`config.mk`:
```
export PLATFORM = sky130hd
export DESIGN_NAME = rr_arb_mux_flat
export DESIGN_NICKNAME = d
export VERILOG_FILES = /design/src/rtl/rr_arb_mux_pkg.sv /design/src/rtl/rr_arb_mux_if.sv /design/src/rtl/rr_priority_pick.sv /design/src/rtl/rr_arb_mux.sv /design/src/flat_wrapper.sv
export SDC_FILE = /design/constraint.sdc
export NUM_CORES = 1
export LEC_CHECK = 0
export ABC_AREA = 1
export BUFFER_PORTS_ARGS = -buffer_cell sky130_fd_sc_hd__buf_2
export CAP_MARGIN = 20
export CORE_ASPECT_RATIO = 0.9
export CORE_MARGIN = 3
export CORE_UTILIZATION = 38
export CTS_CLUSTER_DIAMETER = 40
export DETAILED_ROUTE_END_ITERATION = 7
export PLACE_DENSITY = 0.78
export SYNTH_ARGS = -nofsm -noshare
export SYNTH_HDL_FRONTEND = slang
export SYNTH_SLANG_ARGS = --single-unit
```
`constraint.sdc`:
```
create_clock -name clk -period 1.52 [get_ports clk]
set_input_delay 0.076 -clock clk [delete_from_list [all_inputs] [get_ports clk]]
set_output_delay 0.076 -clock clk [all_outputs]
set_load 0.03 [all_outputs]
```
`src/rtl/rr_arb_mux_pkg.sv`:
```
// rtl/rr_arb_mux_pkg.sv - shared constants and sizing helpers for the arbitrated mux family
//
// Purpose : arbitration mode constants and index-width helpers, shared by the
//           arbitrated mux, its interface and its priority picker.
// Ports   : none (package).

package rr_arb_mux_pkg;

    localparam int ARB_RR    = 0;
    localparam int ARB_FIXED = 1;

    // Ceiling log2; clog2(1) = 0.
    function automatic int clog2(input int n);
        int r;
        r = 0;
        while ((1 << r) < n) begin
            r++;
        end
        return r;
    endfunction

    // Select/index width. Never below one bit so a single-channel build still
    // has a legal out_sel/force_sel vector.
    function automatic int sel_width(input int n);
        return (clog2(n) < 1) ? 1 : clog2(n);
    endfunction

endpackage

```
`src/rtl/rr_arb_mux_if.sv`:
```
// rtl/rr_arb_mux_if.sv - handshake bundle between N sources, the arbitrated mux and one sink
//
// Purpose : groups the per-channel inputs, the force controls and the registered
//           output handshake of rr_arb_mux.
// Signals : in_valid/in_data/in_ready  N_CH source channels (channel i at [i*WIDTH +: WIDTH])
//           force_en/force_sel         software-forced channel select
//           out_valid/out_data/out_sel registered output word and its source index
//           out_ready                  sink accept
// Modports: slave  - the mux itself
//           master - the environment driving sources and sink

interface rr_arb_mux_if
    import rr_arb_mux_pkg::*;
#(
    parameter int WIDTH = 32,
    parameter int N_CH  = 4
);
    localparam int SEL_W = sel_width(N_CH);

    logic [N_CH-1:0]       in_valid;
    logic [N_CH*WIDTH-1:0] in_data;
    logic [N_CH-1:0]       in_ready;
    logic                  force_en;
    logic [SEL_W-1:0]      force_sel;
    logic                  out_valid;
    logic [WIDTH-1:0]      out_data;
    logic [SEL_W-1:0]      out_sel;
    logic                  out_ready;

    modport slave (
        input  in_valid, in_data, force_en, force_sel, out_ready,
        output in_ready, out_valid, out_data, out_sel
    );

    modport master (
        output in_valid, in_data, force_en, force_sel, out_ready,
        input  in_ready, out_valid, out_data, out_sel
    );

endinterface

```
`src/rtl/rr_priority_pick.sv`:
```
// rtl/rr_priority_pick.sv - combinational rotating priority encoder
//
// Purpose : picks the first set request at or after index 'start', wrapping
//           from N_CH-1 back to 0.
// Ports   : req   [N_CH]  request vector
//           start [SEL_W] first index to consider (must be < N_CH)
//           grant [N_CH]  one-hot winner, zero when no request
//           idx   [SEL_W] encoded winner, zero when no request

module rr_priority_pick
    import rr_arb_mux_pkg::*;
#(
    parameter int N_CH = 4,
    localparam int SEL_W = sel_width(N_CH)
) (
    input  logic [N_CH-1:0]  req,
    input  logic [SEL_W-1:0] start,
    output logic [N_CH-1:0]  grant,
    output logic [SEL_W-1:0] idx
);

    // The request vector is laid out twice; positions below 'start' in the
    // lower copy are masked, so a plain lowest-bit search over the doubled
    // vector gives the wrap-around order without any rotate logic.
    logic [2*N_CH-1:0] dbl;
    logic              found;

    always_comb begin
        dbl   = {req, req};
        found = 1'b0;
        idx   = '0;
        for (int i = 0; i < 2*N_CH; i++) begin
            if (!found && dbl[i] && (i >= int'(start))) begin
                found = 1'b1;
                idx   = SEL_W'(i % N_CH);
            end
        end
    end

    always_comb begin
        grant = '0;
        for (int j = 0; j < N_CH; j++) begin
            grant[j] = found && (idx == SEL_W'(j));
        end
    end

endmodule

```
`src/rtl/rr_arb_mux.sv`:
```
// rtl/rr_arb_mux.sv - N-channel valid/ready mux with round-robin, fixed or forced select
//
// Purpose : arbitrates N_CH sources onto one registered output word.
//           ARB_MODE = ARB_RR rotates priority after each grant; ARB_FIXED
//           always favours the lowest index; force_en overrides both.
// Ports   : clk    rising-edge clock
//           reset  asynchronous, active-high
//           bus    rr_arb_mux_if.slave (sources, force controls, output handshake)

module rr_arb_mux
    import rr_arb_mux_pkg::*;
#(
    parameter int WIDTH    = 32,
    parameter int N_CH     = 4,
    parameter int ARB_MODE = ARB_RR
) (
    input  logic          clk,
    input  logic          reset,
    rr_arb_mux_if.slave   bus
);

    localparam int SEL_W = sel_width(N_CH);

    logic [SEL_W-1:0] ptr;
    logic [SEL_W-1:0] start;
    logic             load;
    logic [N_CH-1:0]  pick_grant;
    logic [SEL_W-1:0] pick_idx;
    logic [N_CH-1:0]  force_grant;
    logic [N_CH-1:0]  grant;
    logic [SEL_W-1:0] gsel;
    logic             take;
    logic [WIDTH-1:0] sel_data;

    // Output register can take a word when empty or being drained this cycle.
    assign load  = ~bus.out_valid | bus.out_ready;
    assign start = (ARB_MODE == ARB_FIXED) ? '0 : ptr;

    rr_priority_pick #(
        .N_CH (N_CH)
    ) u_pick (
        .req   (bus.in_valid),
        .start (start),
        .grant (pick_grant),
        .idx   (pick_idx)
    );

    // An out-of-range force_sel matches no channel, so it yields no grant.
    always_comb begin
        force_grant = '0;
        for (int i = 0; i < N_CH; i++) begin
            if (int'(bus.force_sel) == i) begin
                force_grant[i] = bus.in_valid[i];
            end
        end
    end

    always_comb begin
        grant = '0;
        gsel  = '0;
        if (load && !reset) begin
            if (bus.force_en) begin
                grant = force_grant;
                gsel  = bus.force_sel;
            end else begin
                grant = pick_grant;
                gsel  = pick_idx;
            end
        end
    end

    assign take         = |grant;
    assign bus.in_ready = grant;

    // One-hot AND-OR select keeps the data path free of a variable part-select.
    always_comb begin
        sel_data = '0;
        for (int i = 0; i < N_CH; i++) begin
            if (grant[i]) begin
                sel_data = sel_data | bus.in_data[i*WIDTH +: WIDTH];
            end
        end
    end

    always_ff @(posedge clk or posedge reset) begin
        if (reset) begin
            bus.out_valid <= 1'b0;
            bus.out_data  <= '0;
            bus.out_sel   <= '0;
        end else if (load) begin
            bus.out_valid <= take;
            if (take) begin
                bus.out_data <= sel_data;
                bus.out_sel  <= gsel;
            end
        end
    end

    // Pointer moves only on arbitrated round-robin grants; forced grants
    // leave the rotation where it was.
    always_ff @(posedge clk or posedge reset) begin
        if (reset) begin
            ptr <= '0;
        end else if (take && !bus.force_en && (ARB_MODE == ARB_RR)) begin
            ptr <= (gsel == SEL_W'(N_CH - 1)) ? '0 : gsel + 1'b1;
        end
    end

endmodule
```
`src/flat_wrapper.sv`:
```
// flat-port wrapper written by rule: the top's interface ports become plain ports
module rr_arb_mux_flat import rr_arb_mux_pkg::*;
#(
    parameter int WIDTH    = 32,
    parameter int N_CH     = 4,
    parameter int ARB_MODE = ARB_RR
)
  (clk, reset, bus_in_valid, bus_in_data, bus_force_en, bus_force_sel, bus_out_ready, bus_in_ready, bus_out_valid, bus_out_data, bus_out_sel);
  rr_arb_mux_if #(.WIDTH(WIDTH), .N_CH(N_CH)) bus_i ();
  input  logic clk;
  input  logic reset;
  input wire logic [$bits(bus_i.in_valid)-1:0] bus_in_valid;
  input wire logic [$bits(bus_i.in_data)-1:0] bus_in_data;
  input wire logic [$bits(bus_i.force_en)-1:0] bus_force_en;
  input wire logic [$bits(bus_i.force_sel)-1:0] bus_force_sel;
  input wire logic [$bits(bus_i.out_ready)-1:0] bus_out_ready;
  output wire logic [$bits(bus_i.in_ready)-1:0] bus_in_ready;
  output wire logic [$bits(bus_i.out_valid)-1:0] bus_out_valid;
  output wire logic [$bits(bus_i.out_data)-1:0] bus_out_data;
  output wire logic [$bits(bus_i.out_sel)-1:0] bus_out_sel;
  assign bus_i.in_valid = bus_in_valid;
  assign bus_i.in_data = bus_in_data;
  assign bus_i.force_en = bus_force_en;
  assign bus_i.force_sel = bus_force_sel;
  assign bus_i.out_ready = bus_out_ready;
  assign bus_in_ready = bus_i.in_ready;
  assign bus_out_valid = bus_i.out_valid;
  assign bus_out_data = bus_i.out_data;
  assign bus_out_sel = bus_i.out_sel;
  rr_arb_mux #(.WIDTH(WIDTH), .N_CH(N_CH), .ARB_MODE(ARB_MODE)) u_core (.clk(clk), .reset(reset), .bus(bus_i));
endmodule
```
Word-level counts from Yosys, hierarchy flattened
Cells that the tools add are included.
Cells by class
  add/sub/neg operators: 1
  $lt $le $gt $ge: 3
  equality and inequality tests: 7
  muxes and demuxes: 28
  bitwise gates (word level): 5
  reductions and logical operators: 29
Operators by type and width (count)
  two-way mux 32 bit: 4
  bitwise OR 32 bit: 3
  two-way mux 2 bit: 9
  logical AND 1 bit: 16
  two-way mux 1 bit: 13
  == test 2 bit, second input constant: 5
  logical NOT 1 bit: 9
  two-way mux 4 bit: 2
  == test 2 x 1 -> 1 bit, second input constant: 2
  greater-or-equal comparator 1 x 2 -> 1 bit, first input constant: 2
  logical NOT 2 bit: 2
  OR reduction 4 bit: 1
  adder 2 x 1 -> 2 bit, second input constant: 1
  greater-or-equal comparator 2 bit, first input constant: 1
  AND reduction 2 bit: 1
  inverter 1 bit: 1
  bitwise OR 1 bit: 1
Storage, ports and cells
  bits in registers: 37
  input bits: 138
  output and inout port bits: 39
  logic and storage cells: 77

Depth between registers and ports, before layout
  depth in word-level cells: 37
  mapped depth: 14
  mapped depth without buffers: 13

Hierarchy
Synthesis repeated with hierarchy kept, for this count alone.
Unflattened totals
  cell total of the unflattened synthesis: 434
  area total of the unflattened synthesis: 2526.2 um^2
By module, submodules not included
  rr_arb_mux: times used 1, cells an instance 402, area each 2363.5 um^2
  rr_priority_pick: times used 1, cells an instance 32, area each 162.7 um^2

Worst setup path before layout
Ideal clock, no wire load.
  path type: register to register
  start: register u_core.bus.out_valid
  end: register u_core.bus.out_data[11]
  library setup time: 0.065 ns
  data arrival time: 1.622 ns
  slack: -0.167 ns
  stages on the path, launching flop included: 13
  path buffers: 1
  period minus slack after synthesis: 1.687 ns
  cell sequence: dfrtp_1 -> inv_1 -> nor2_1 -> nor2_1 -> o21ai_0 -> nor2_1 -> nand2_1 -> nor2_4 -> buf_4 -> nand2_1 -> nand2_1 -> nor2_1 -> nand2_1
Between the ends
  elaborated cells on any way between the ends: 13
  classes of those cells: 5 x mux; 5 x bitwise; 3 x reduce/logical
RTL lines
  start, declared: RTL line rr_arb_mux_if.sv:32  | output in_ready, out_valid, out_data, out_sel
  start signal, assigned: RTL line rr_arb_mux.sv:91  | bus.out_valid <= take;
  inverter 1 bit *: RTL line rr_arb_mux.sv:36  | assign load = ~bus.out_valid | bus.out_ready;
  bitwise OR 1 bit *: RTL line rr_arb_mux.sv:36
  logical AND 1 bit *: RTL line rr_arb_mux.sv:61  | if (load && !reset) begin
  two-way mux 4 bit *: RTL line rr_arb_mux.sv:61
  named net bus_in_ready[2]: RTL line flat_wrapper.sv:17  | output wire logic [$bits(bus_i.in_ready)-1:0] bus_in_ready;
  two-way mux 32 bit: RTL line rr_arb_mux.sv:79  | if (grant[i]) begin
  bitwise OR 32 bit: RTL line rr_arb_mux.sv:80  | sel_data = sel_data | bus.in_data[i*WIDTH +: WIDTH];
  two-way mux 32 bit: RTL line rr_arb_mux.sv:79
  end signal, assigned: RTL line rr_arb_mux.sv:93  | bus.out_data <= sel_data;
  end, declared: RTL line rr_arb_mux_if.sv:32
The timed path passes the listed nets; every way through them passes the cells marked *.
A chain may end at the register's enable or synchronous reset.

Worst setup path after layout
  start: register u_core.ptr[0]
  end: output bus_in_ready[0]
Between the ends
  cells in the longest elaborated chain, start to end: 30
  elaborated cells on any way between the ends: 39
  classes of those cells: 3 x order compare; 17 x mux; 19 x reduce/logical
RTL lines
  start, declared: RTL line rr_arb_mux.sv:24  | logic [SEL_W-1:0] ptr;
  start signal, assigned: RTL line rr_arb_mux.sv:105  | ptr <= (gsel == SEL_W'(N_CH - 1)) ? '0 : gsel + 1'b1;
  greater-or-equal comparator 1 x 2 -> 1 bit: RTL line rr_priority_pick.sv:33  | if (!found && dbl[i] && (i >= int'(start))) begin
  logical AND 1 bit: RTL line rr_priority_pick.sv:33
  two-way mux 1 bit: RTL line rr_priority_pick.sv:33
  logical NOT 1 bit: RTL line rr_priority_pick.sv:33
  logical AND 1 bit (2 in series): RTL line rr_priority_pick.sv:33
  two-way mux 1 bit: RTL line rr_priority_pick.sv:33
  logical NOT 1 bit: RTL line rr_priority_pick.sv:33
  logical AND 1 bit (2 in series): RTL line rr_priority_pick.sv:33
  [... 12 more ...]
  two-way mux 1 bit: RTL line rr_priority_pick.sv:33
  logical NOT 1 bit: RTL line rr_priority_pick.sv:33
  logical AND 1 bit: RTL line rr_priority_pick.sv:33
  two-way mux 2 bit: RTL line rr_priority_pick.sv:33
  logical NOT 2 bit: RTL line rr_priority_pick.sv:43  | grant[j] = found && (idx == SEL_W'(j));
  logical AND 1 bit *: RTL line rr_priority_pick.sv:43
  two-way mux 4 bit *: RTL line rr_arb_mux.sv:62  | if (bus.force_en) begin
  two-way mux 4 bit *: RTL line rr_arb_mux.sv:61
  end, declared: RTL line flat_wrapper.sv:17
Mark *: on every way between the ends. The rest lies on a longest branch, timed or not.

==> summary.md <==
| Metric | Value |
|---|---|
| Cell leakage power | `0.00264 uW` |
| Synth top area cells | `nand2_1 (42%), dfrtp_1 (37%), nor2_1 (6.1%)` |
| Share of flip-flops with an asynchronous set or reset after synthesis | `100%` |
| Share of the synthesized area in the top cell type | `a little over two fifths` |
| Post-route setup slack | `-0.415 ns` |
| Number of cells in the finished layout apart from fillers | `717` |
| Vias in the first global route | `around 3,400` |
| DRC errors left | `0` |
| Antenna violations before repair | `0` |
| Cell depth of the worst hold path | `5` |
| Top flip-flop cell by instance count after synthesis | `dfrtp_1` |
| Crit Path Class | `reg -> out` |
| Highest clock frequency the design can meet | `between 500 and 600 MHz` |
| Worst hold slack across all endpoints | `a little under 0.07 ns` |
| Number of synthesized flops with an enable pin | `0` |
| Final Hold Vio Count | `0` |
| Antenna-violating nets left | `0` |
| Detailed-router iteration count before antenna repair | `4` |
| Nature of the critical path startpoint | `register` |
| Violations in the final reports | `negative setup slack` |
| Hold WC Path Type | `in -> reg` |
| WP data arrival | `1.86 ns` |
| Clk Latency, worst-skew pair | `between 0.2 and 0.3 ns` |
| Number of warning messages in the yosys log | `0` |
| Final Net Count | `769` |
| Crit Path Max Fanout | `5` |
| Maximum Capacitance Violations | `0` |
| Net Count, Synth | `about 560` |
| Distinct cells, synth | `25` |
| Wire length per cell | `13.0 um` |
| Fin crit share | `127%` |
| Diode insertion count for antenna repair | `0` |
| Die Footprint | `roughly 7700 um^2` |
| Number of placed instances, taps included | `691` |
| Mean instance size in the synthesized netlist | `between 5 and 6 um^2` |
| Outcome | `complete, but fails checks` |
| Count of mapped cells out of synthesis | `424` |
| Final critical delay including setup and external delays | `1.93 ns` |
| DP Wirelength | `6.48 mm` |
| Worst slew pin tran | `0.399 ns` |
| Share of the core filled with cells | `69.6%` |
| H-tree levels | `2` |
| Core Footprint | `6280 um^2` |
| Leading area contributor after synthesis | `nand2_1` |
| Starting utilization of the core area | `between 40% and 50%` |
| Number of buffers on the longest clock path | `2` |
| Register-to-register path setup slack | `-0.39 ns` |
| Register bit total from synthesis | `37` |
| Global-route wire length before repair | `about 15 mm` |
| Total clock buffers created by CTS | `5` |
| Worst slew margin relative to its limit | `73.2%` |
| Required arrival time at the worst endpoint | `1.44 ns` |
| Setup TNS Final | `-13.54 ns` |
| Number of cells on the worst reg-to-reg path | `14` |
| Power Dens Cells | `1280 nW/um^2` |
| Total detailed-routing wirelength | `9.34 mm` |
| Relative area change from synthesis to final layout | `72.6%` |
| Row count | `27` |
| Overall global routing resource usage | `23.2%` |
| Most common cell after layout, fill and taps aside | `nand2_1` |
| Initial DRC count | `88` |
| Unrepaired setup endpoints after global routing | `true` |
| Clock tree from TritonCTS | `done` |
| Pin count of the biggest net entering global routing | `20` |
| Weighted congestion at the end of routability-driven global placement | `about 0.89` |
| Ports | `177` |
| Post-synthesis sequential area ratio | `a little over a third` |
| CTS Root Cell | `clkbuf_8` |
| Via count | `roughly 3,400` |
| Final setup violating endpoints | `between 40 and 50` |
| Overall die height | `83.4 um` |
| Number of input and output port buffers inserted | `176` |
| Synthesized area | `approximately 2500 um^2` |
| Share of cells above drive strength 1 | `50.0%` |
| Leading cell types in the layout, fill and taps excluded | `nand2_1 (226), buf_2 (172), nand2_2 (52), dfrtp_1 (36), nor2_1 (31)` |
| Number of sinks on the clock net | `37` |
| Maximum resistive drop on vdd | `between 0.7 and 0.8 mV` |
| Final global-route overflow total | `0` |
| CP Capture Type | `primary output` |
| Die X-Extent | `92.1 um` |
| Final slew viol count | `0` |
| Clock input transition at the sequential cells of the worst setup and hold paths | `0.07 ns` |
| Worst-case clock skew | `0.00393 ns` |
| Post-DR vias/cell | `4.73` |
-- synthesized netlist by cell type (2+ instances only) --
cell type / instances
a21oi_1: 3
buf_2: 6
buf_4: 6
buf_6: 3
dfrtp_1: 37
inv_1: 11
inv_2: 3
nand2_1: 284
nand2_2: 7
nand3_1: 6
nand4_1: 2
nor2_1: 41
o21ai_0: 3
-- logic make-up after synthesis --
family / synth area share (%)
AND/OR/NAND/NOR: 53.0
flip-flops: 36.6
buffers and inverters: 7.06
AO/OA/AOI/OAI: 3.01
XOR/XNOR: 0.346
-- final cells by class --
type	count	area, um^2
fill	539	1910
multi-input combinational	356	1730
timing repair buffer	216	1470
sequential	37	927
tap	87	109
clock buffer	5	68.8
inverter	15	66.3
clock inverter	1	5.00
-- critical path: stages (launching register included) --
cell and delay [ns]:
dfrtp_1 0.42, o21bai_2 0.16, nand2_2 0.09, buf_4 0.16, o21ai_2 0.07, nand3_1 0.11
nand2_1 0.09, nand2_2 0.10, inv_4 0.11, buf_12 0.13, buf_8 0.12
-- final timing paths --
kind / from / to
min in group asynchronous: reset / u_core.bus.out_sel[1]
hold / removal: bus_in_data[54] / u_core.bus.out_data[22]
hold reg to reg: u_core.bus.out_data[29] / u_core.bus.out_data[29]
setup reg to reg: u_core.ptr[0] / u_core.bus.out_data[31]
max in group asynchronous: reset / u_core.bus.out_valid
setup / recovery: u_core.ptr[0] / bus_in_ready[0]
-- through the flow --
stage	cell area, um^2	worst slack [ns]	total power [uW]
final	4370	-0.415	5580
after global placement	3660	-0.187	4370
after CTS	4250	-0.361	5510
after floorplan	2550	-0.0756	3450
after detailed placement	3660	-0.276	4440
after global routing	4370	-0.554	5970
-- report_power, final --
part / total (uW) / switching, uW / internal, uW
clock: 626 / 324 / 301
combinational: 3280 / 2060 / 1210
sequential: 1680 / 265 / 1410
total: 5580 / 2650 / 2930
-- repair_timing --
action                                  CTS  global route
pin swaps                                43            44
resized for setup                        65            60
hold buffers                              2             0
hold endpoints to repair                 38             0
endpoints found under the setup margin   41            41
gates cloned                              5             0
buffers inserted                         16             1
-- flip-flops by register name, indices dropped and copies added (netlist names) --
name                  flops
u_core.bus.out_data      32
u_core.bus.out_sel        2
u_core.ptr                2
u_core.bus.out_valid      1
-- layer usage --
layer	share of wire, %	GRT usage [%]
met1	38	25.3
met3	6.2	4.98
met2	55	45.2
met4	1.2	4.99
met5	0	0
No activity file was read; power rests on OpenSTA's default activity.
